File: src/rtl/ysyx_040066_mem_arbiter.sv
// N-master memory arbiter: merges upstream masters onto one downstream read
// channel and one downstream write channel. Request fields are latched at
// grant. Arbitration is fixed priority or round-robin, and responses are
// routed only to the granted master.
module ysyx_040066_mem_arbiter #(
   parameter int NUM_MASTERS = 2,
   parameter int ADDR_W      = 64,
   parameter int DATA_W      = 64,
   parameter int LINE_W      = 512,
   parameter int RR_MODE     = 0
) (
   input  logic                          clk,
   input  logic                          rst,
   input  logic [NUM_MASTERS-1:0]        m_req,
   input  logic [NUM_MASTERS-1:0]        m_we,
   input  logic [NUM_MASTERS-1:0]        m_burst,
   input  logic [3*NUM_MASTERS-1:0]      m_len,
   input  logic [ADDR_W*NUM_MASTERS-1:0] m_addr,
   input  logic [8*NUM_MASTERS-1:0]      m_wmask,
   input  logic [LINE_W*NUM_MASTERS-1:0] m_wdata,
   output logic [NUM_MASTERS-1:0]        m_ready,
   output logic [NUM_MASTERS-1:0]        m_err,
   output logic [NUM_MASTERS-1:0]        m_last,
   output logic [DATA_W-1:0]             m_rdata,
   output logic                          rd_req,
   output logic                          rd_burst,
   output logic [2:0]                    rd_len,
   output logic [ADDR_W-1:0]             rd_addr,
   input  logic                          rd_ready,
   input  logic                          rd_err,
   input  logic                          rd_last,
   input  logic [DATA_W-1:0]             rd_data,
   output logic                          wr_req,
   output logic                          wr_burst,
   output logic [2:0]                    wr_len,
   output logic [7:0]                    wr_mask,
   output logic [ADDR_W-1:0]             wr_addr,
   output logic [LINE_W-1:0]             wr_data,
   input  logic                          wr_ready,
   input  logic                          wr_err,
   output logic                          busy,
   output logic [NUM_MASTERS-1:0]        grant
);

   localparam int GW = (NUM_MASTERS > 1) ? $clog2(NUM_MASTERS) : 1;

   typedef enum logic [1:0] {IDLE, READ, WRITE} state_t;

   state_t                   state, state_d;
   logic [GW-1:0]            rr_ptr, rr_next;
   logic [NUM_MASTERS-1:0]   holdoff, eligible, g_onehot;
   logic [GW-1:0]            g_q, win_idx;
   logic [GW:0]              sum;
   logic                     burst_q;
   logic [2:0]               len_q;
   logic [ADDR_W-1:0]        addr_q;
   logic [7:0]               wmask_q;
   logic [LINE_W-1:0]        wdata_q;
   logic                     w_we, w_burst;
   logic [2:0]               w_len;
   logic [ADDR_W-1:0]        w_addr;
   logic [7:0]               w_wmask;
   logic [LINE_W-1:0]        w_wdata;
   logic                     done;

   // The master that just finished sits out exactly one IDLE cycle.
   assign eligible = m_req & ~holdoff;

   // Read data is broadcast; masters qualify it with their own m_ready.
   assign m_rdata = rd_data;

   // Pick the winning master index among the eligible requests.
   always_comb begin
      // NOTE: every variable written here gets a default first, so no path
      // leaves it unassigned and no latch is inferred.
      win_idx = '0;
      sum     = '0;
      if (RR_MODE == 0) begin
         // Scan downwards so the lowest eligible index is written last.
         for (int i = NUM_MASTERS - 1; i >= 0; i--) begin
            if (eligible[i]) win_idx = GW'(i);
         end
      end else begin
         // Scan offsets from rr_ptr downwards so the nearest one wins.
         for (int k = NUM_MASTERS - 1; k >= 0; k--) begin
            sum = {1'b0, rr_ptr} + (GW+1)'(k);
            if (sum >= (GW+1)'(NUM_MASTERS)) sum = sum - (GW+1)'(NUM_MASTERS);
            if (eligible[sum[GW-1:0]]) win_idx = sum[GW-1:0];
         end
      end
   end

   // Extract the winning master's request fields from the packed buses.
   always_comb begin
      w_we    = 1'b0;
      w_burst = 1'b0;
      w_len   = '0;
      w_addr  = '0;
      w_wmask = '0;
      w_wdata = '0;
      for (int i = 0; i < NUM_MASTERS; i++) begin
         if (win_idx == GW'(i)) begin
            w_we    = m_we[i];
            w_burst = m_burst[i];
            w_len   = m_len[3*i +: 3];
            w_addr  = m_addr[ADDR_W*i +: ADDR_W];
            w_wmask = m_wmask[8*i +: 8];
            w_wdata = m_wdata[LINE_W*i +: LINE_W];
         end
      end
   end

   // Decode the granted index to one-hot and compute the next rr pointer.
   always_comb begin
      g_onehot = '0;
      for (int i = 0; i < NUM_MASTERS; i++) begin
         g_onehot[i] = (g_q == GW'(i));
      end
      rr_next = (g_q == GW'(NUM_MASTERS - 1)) ? '0 : g_q + 1'b1;
   end

   // Next-state logic and all downstream/upstream outputs.
   always_comb begin
      state_d  = state;
      done     = 1'b0;
      busy     = (state != IDLE);
      grant    = '0;
      m_ready  = '0;
      m_err    = '0;
      m_last   = '0;
      rd_req   = 1'b0;
      rd_burst = 1'b0;
      rd_len   = '0;
      rd_addr  = '0;
      wr_req   = 1'b0;
      wr_burst = 1'b0;
      wr_len   = '0;
      wr_mask  = '0;
      wr_addr  = '0;
      wr_data  = '0;
      case (state)
         IDLE: begin
            if (|eligible) state_d = w_we ? WRITE : READ;
         end
         READ: begin
            grant    = g_onehot;
            rd_req   = 1'b1;
            rd_burst = burst_q;
            rd_len   = len_q;
            rd_addr  = addr_q;
            m_ready  = g_onehot & {NUM_MASTERS{rd_ready}};
            m_err    = g_onehot & {NUM_MASTERS{rd_err}};
            m_last   = g_onehot & {NUM_MASTERS{rd_last}};
            if (rd_err || (rd_ready && (rd_last || !burst_q))) begin
               done    = 1'b1;
               state_d = IDLE;
            end
         end
         WRITE: begin
            grant    = g_onehot;
            wr_req   = 1'b1;
            wr_burst = burst_q;
            wr_len   = len_q;
            wr_mask  = wmask_q;
            wr_addr  = addr_q;
            wr_data  = wdata_q;
            m_ready  = g_onehot & {NUM_MASTERS{wr_ready}};
            m_err    = g_onehot & {NUM_MASTERS{wr_err}};
            if (wr_ready || wr_err) begin
               done    = 1'b1;
               state_d = IDLE;
            end
         end
         default: state_d = IDLE;
      endcase
   end

   // State register, grant latch, holdoff mask and round-robin pointer.
   always_ff @(posedge clk) begin
      // NOTE: sequential state uses non-blocking assignments so every register
      // samples the pre-edge values regardless of statement order.
      if (rst) begin
         // NOTE: the latched line is an ordinary register (not a memory
         // array), so it is cleared with everything else and idle outputs
         // never expose stale data.
         state   <= IDLE;
         rr_ptr  <= '0;
         holdoff <= '0;
         g_q     <= '0;
         burst_q <= 1'b0;
         len_q   <= '0;
         addr_q  <= '0;
         wmask_q <= '0;
         wdata_q <= '0;
      end else begin
         state <= state_d;
         if (state == IDLE) begin
            holdoff <= '0;
            if (|eligible) begin
               g_q     <= win_idx;
               burst_q <= w_burst;
               len_q   <= w_len;
               addr_q  <= w_addr;
               wmask_q <= w_wmask;
               wdata_q <= w_wdata;
            end
         end else if (done) begin
            holdoff <= g_onehot;
            if (RR_MODE != 0) rr_ptr <= rr_next;
         end
      end
   end

endmodule

File: config.mk
export PLATFORM = sky130hd
export DESIGN_NAME = ysyx_040066_mem_arbiter
export DESIGN_NICKNAME = d
export VERILOG_FILES = /design/src/rtl/ysyx_040066_mem_arbiter.sv
export SDC_FILE = /design/constraint.sdc
export NUM_CORES = 2
export LEC_CHECK = 0
export ABC_AREA = 1
export ABC_CLOCK_PERIOD_IN_PS = 1900
export CAP_MARGIN = 5
export CORE_AREA = 2 2 766 768
export DETAILED_ROUTE_END_ITERATION = 16
export DIE_AREA = 0 0 768 770
export SETUP_SLACK_MARGIN = 0.02
export SYNTH_ARGS = -nofsm -noshare
export SYNTH_HDL_FRONTEND = slang
export SYNTH_SLANG_ARGS = --single-unit
File: constraint.sdc
create_clock -name clk -period 1.9 [get_ports clk]
set_clock_uncertainty 0.1 [all_clocks]
set_input_delay 0.38 -clock clk [delete_from_list [all_inputs] [get_ports clk]]
set_output_delay 0.38 -clock clk [all_outputs]
set_load 0.1 [all_outputs]
==> run_results.csv <==
group,metric,value,unit
setup_path,path_cells,"inv_2 > ha_4 > buf_16 > buf_8 > buf_16 > buf_4 > nand2_1 > clkinvlp_4 > buf_12",
logic_synthesis,synth_seq_area_share,0.356,
power,report.power.total,69.1,mW
global_route,number_of_global_route_vias_before_repair,43510,
logic_synthesis,synth-warning-count,0,
logic_synthesis,netlist_area,33300,um2
cells_and_area,final_net_count,8562,
hold_path,hold_path.startpoint,"m_wdata[894]",
setup_path,critical_path_class,"reg -> out",
setup_path,worstReg2RegStart,"state[0]",
sta,slew_headroom,0.637,
setup_path,worst_setup_path_start_kind,"register",
floorplanning,rows,281,
logic_synthesis,synth_adder_area_share,0.00113,
placement,place_congestion,0.970,
global_route,globalRoute.totalOverflow,0,
drt,wirelength,432000,um
cells_and_area,stdcell_area,77400,um2
hold_path,hold_wc_path_type,"in -> reg",
drt,route.vias.total,44328,
cells_and_area,fillCellCount,66810,
global_route,grt_pass1_wl,522000,um
drt,drcViolationCount,0,
run_status,failing_checks,"negative setup slack",
clocking,tritoncts.num_buffers,86,
sta,grt_setup_unrepaired,"true",
clocking,tritoncts_clock_tree,"built",
placement,dpl_cell_area,72100,um2
floorplanning,ioPinCount,1982,
setup_path,cpMaxStageDelayCell,"dfxtp_2",
sta,holdWs,0.139,ns
power,worst_ir_drop_vdd,0.000605,V
global_route,grt_max_degree,74,
drt,antenna_violating_nets_left,0,
setup_path,rrSetupSlack,-0.57,ns
drt,drt_iter0_drc,3182,
global_route,grt.total_usage,0.139,
setup_path,worst-path-max-fanout,11,
drt,drtPass1Iterations,5,
logic_synthesis,post_synth_mux_area_share,0,
placement,placed_instance_count,14953,
setup_path,crit_path_launch,"state[0]",
sta,slew_of_the_pin_with_the_lowest_slew_margin,0.544,ns
sta,max_clock_freq,321,MHz
sta,post_route_fraction_of_the_period_consumed_by_the_critical_path,1.64,
logic_synthesis,postSynthCellCount,5376,
global_route,antenna_found_initial,240,
logic_synthesis,combinational_family_with_the_most_area_after_synthesis,"simple AND/OR/NAND/NOR gates",
job,timing.max_cap.violations,0,
setup_path,max_stage_delay,0.33,ns
power,leakage,31.2,nW
sta,finalMaxSlewViolations,0,
logic_synthesis,synth_cell_types,18,
drt,vias_per_cell,2.91,
clocking,cts.clk_slew.worst_paths,0.06,ns
setup_path,arrival_time_worst_endpoint,2.63,ns
logic_synthesis,complex_gate_fraction_of_the_synthesized_area,0.134,
cells_and_area,flow.area_growth_from_synthesis,132,%
sta,period_needed,3.11,ns
floorplanning,die_h,770,um
floorplanning,floorplan.core_area,584000,um2
clocking,cts.root.buffer_cell,"clkbuf_16",
setup_path,cp_common_cell,"buf_16",
setup_path,required_time_of_the_critical_path,1.42,ns
cells_and_area,drive_above_1_share,0.339,
sta,setup-tns-final,-868.84,ns
floorplanning,design.die.area,591000,um2
logic_synthesis,syn_nets,6630,
clocking,cts_num_sinks,593,
placement,detailed_place_hpwl,386000,um
clocking,worst_skew_pair.late_latency,0.79,ns
cells_and_area,post_layout_nonfiller_instances,15207,
drt,wl_per_cell,28.4,um
sta,final_hold_viol_count,0,
sta,setup_viol,1258,
logic_synthesis,synth_xor_area_frac,0,
floorplanning,floorplan.initialDensity,0.0571,
logic_synthesis,synth.ff_latch_count,593,
power,p_per_area,893,nW/um2
floorplanning,die_width,768,um
clocking,max-clock-path-buffers,4,
clocking,htree_levels,3,
setup_path,worstSetupEndpointType,"output pin",
run_status,outcome,"complete, but fails checks",
placement,port_buffers,1853,
logic_synthesis,basic_gate_share_of_the_synthesized_area_counting_and_or_nand_and_nor_cells,0.300,
logic_synthesis,postSynthAreaPerCell,6.20,um2
sta,final_worst_slack,-1.21,ns
==> final timing paths <==
path	cells after the start	end
worst min register to register	2	holdoff[1]
worst max-delay path	9	wr_data[406]
worst max register to register	11	wdata_q[172]
worst min-delay path	5	wdata_q[382]
==> Yosys cell counts, drive strengths merged <==
library cell,instances,share of area
buf,278,0.046
o21a,1,0.00023
nand3,591,0.089
o211ai,588,0.13
a21oi,4,0.00083
dfxtp,593,0.36
clkinv,1,0.00011
inv,1258,0.14
ha,3,0.0011
nor2,11,0.0012
nor3,4,0.00060
clkbuf,185,0.021
o21ai,4,0.00060
nand2,1855,0.21
==> per-stage QoR <==
step / util / setup WS, ns
floorplan: - / -0.738
global placement: 0.123 / -0.788
detailed placement: 0.123 / -0.802
CTS: 0.131 / -1.30
global route: 0.132 / -1.28
finish: 0.133 / -1.21
==> registers in the layout, indices dropped and copies added, names as in the netlist <==
signal   cells
holdoff      2
g_q          1
burst_q      1
len_q        3
wmask_q      8
addr_q      64
state        2
wdata_q    512
==> critical path: cells and delay by family (launching register included) <==
kind | cells | cell delay, ns
flops | 1 | 0.33
fa+ha+maj | 1 | 0.18
buf+inv | 7 | 1.06
simple gates | 1 | 0.13
==> final cells by class <==
type,count,area (um2),share of cell area
repair buffers,2307,30800,0.397
multi-input cells,3061,15600,0.202
flip-flops and latches,593,11900,0.153
well taps,7782,9740,0.126
inverters,1259,6420,0.0829
clock buffers,116,2430,0.0313
clock inverters,32,404,0.00522
diodes,57,143,0.00184
==> logic make-up after synthesis <==
group | after synthesis
and+or+nand+nor | 2461
AOI/OAI and AO/OA | 597
buffers and inverters | 1722
adders and majority gates | 3
DFF | 593
==> layout by cell type (no fill, tap or decap), drive strengths merged <==
cell	synthesis	routed
bufbuf	0	1
dfxtp	593	593
a21oi	4	4
o211ai	588	588
bufinv	0	8
ha	3	3
clkdlybuf4s50	0	1186
buf	278	1114
o21ai	4	4
clkbuf	185	122
nor3	4	4
clkinvlp	0	446
o21a	1	1
nand2	1855	1855
diode	0	57
nand3	591	591
clkinv	1	11
nor2	11	11
inv	1258	826
==> what timing repair did <==
item / 4_1_cts / 5_1_grt
hold buffers: 0 / 0
pin swaps: 18 / 18
resized for setup: 302 / 181
endpoints found under the setup margin: 1259 / 1260
buffers inserted: 23 / 7
cloned: 19 / 6
==> layer usage <==
metal | GRT usage | routed length [um] | vias up
li1 | - | - | 20363
met1 | 0.152 | 160000 | 20775
met2 | 0.208 | 180000 | 2452
met3 | 0.0979 | 70900 | 668
met4 | 0.0570 | 20600 | 70
met5 | 0.0000812 | 476 | -
==> power by group <==
group / total (mW) / switching, mW / internal, mW
logic: 34.3 / 21.6 / 12.6
clock network: 17.1 / 7.11 / 10.0
registers: 17.7 / 2.65 / 15.1
total: 69.1 / 31.4 / 37.7
Power figures use the tool's default switching activity.
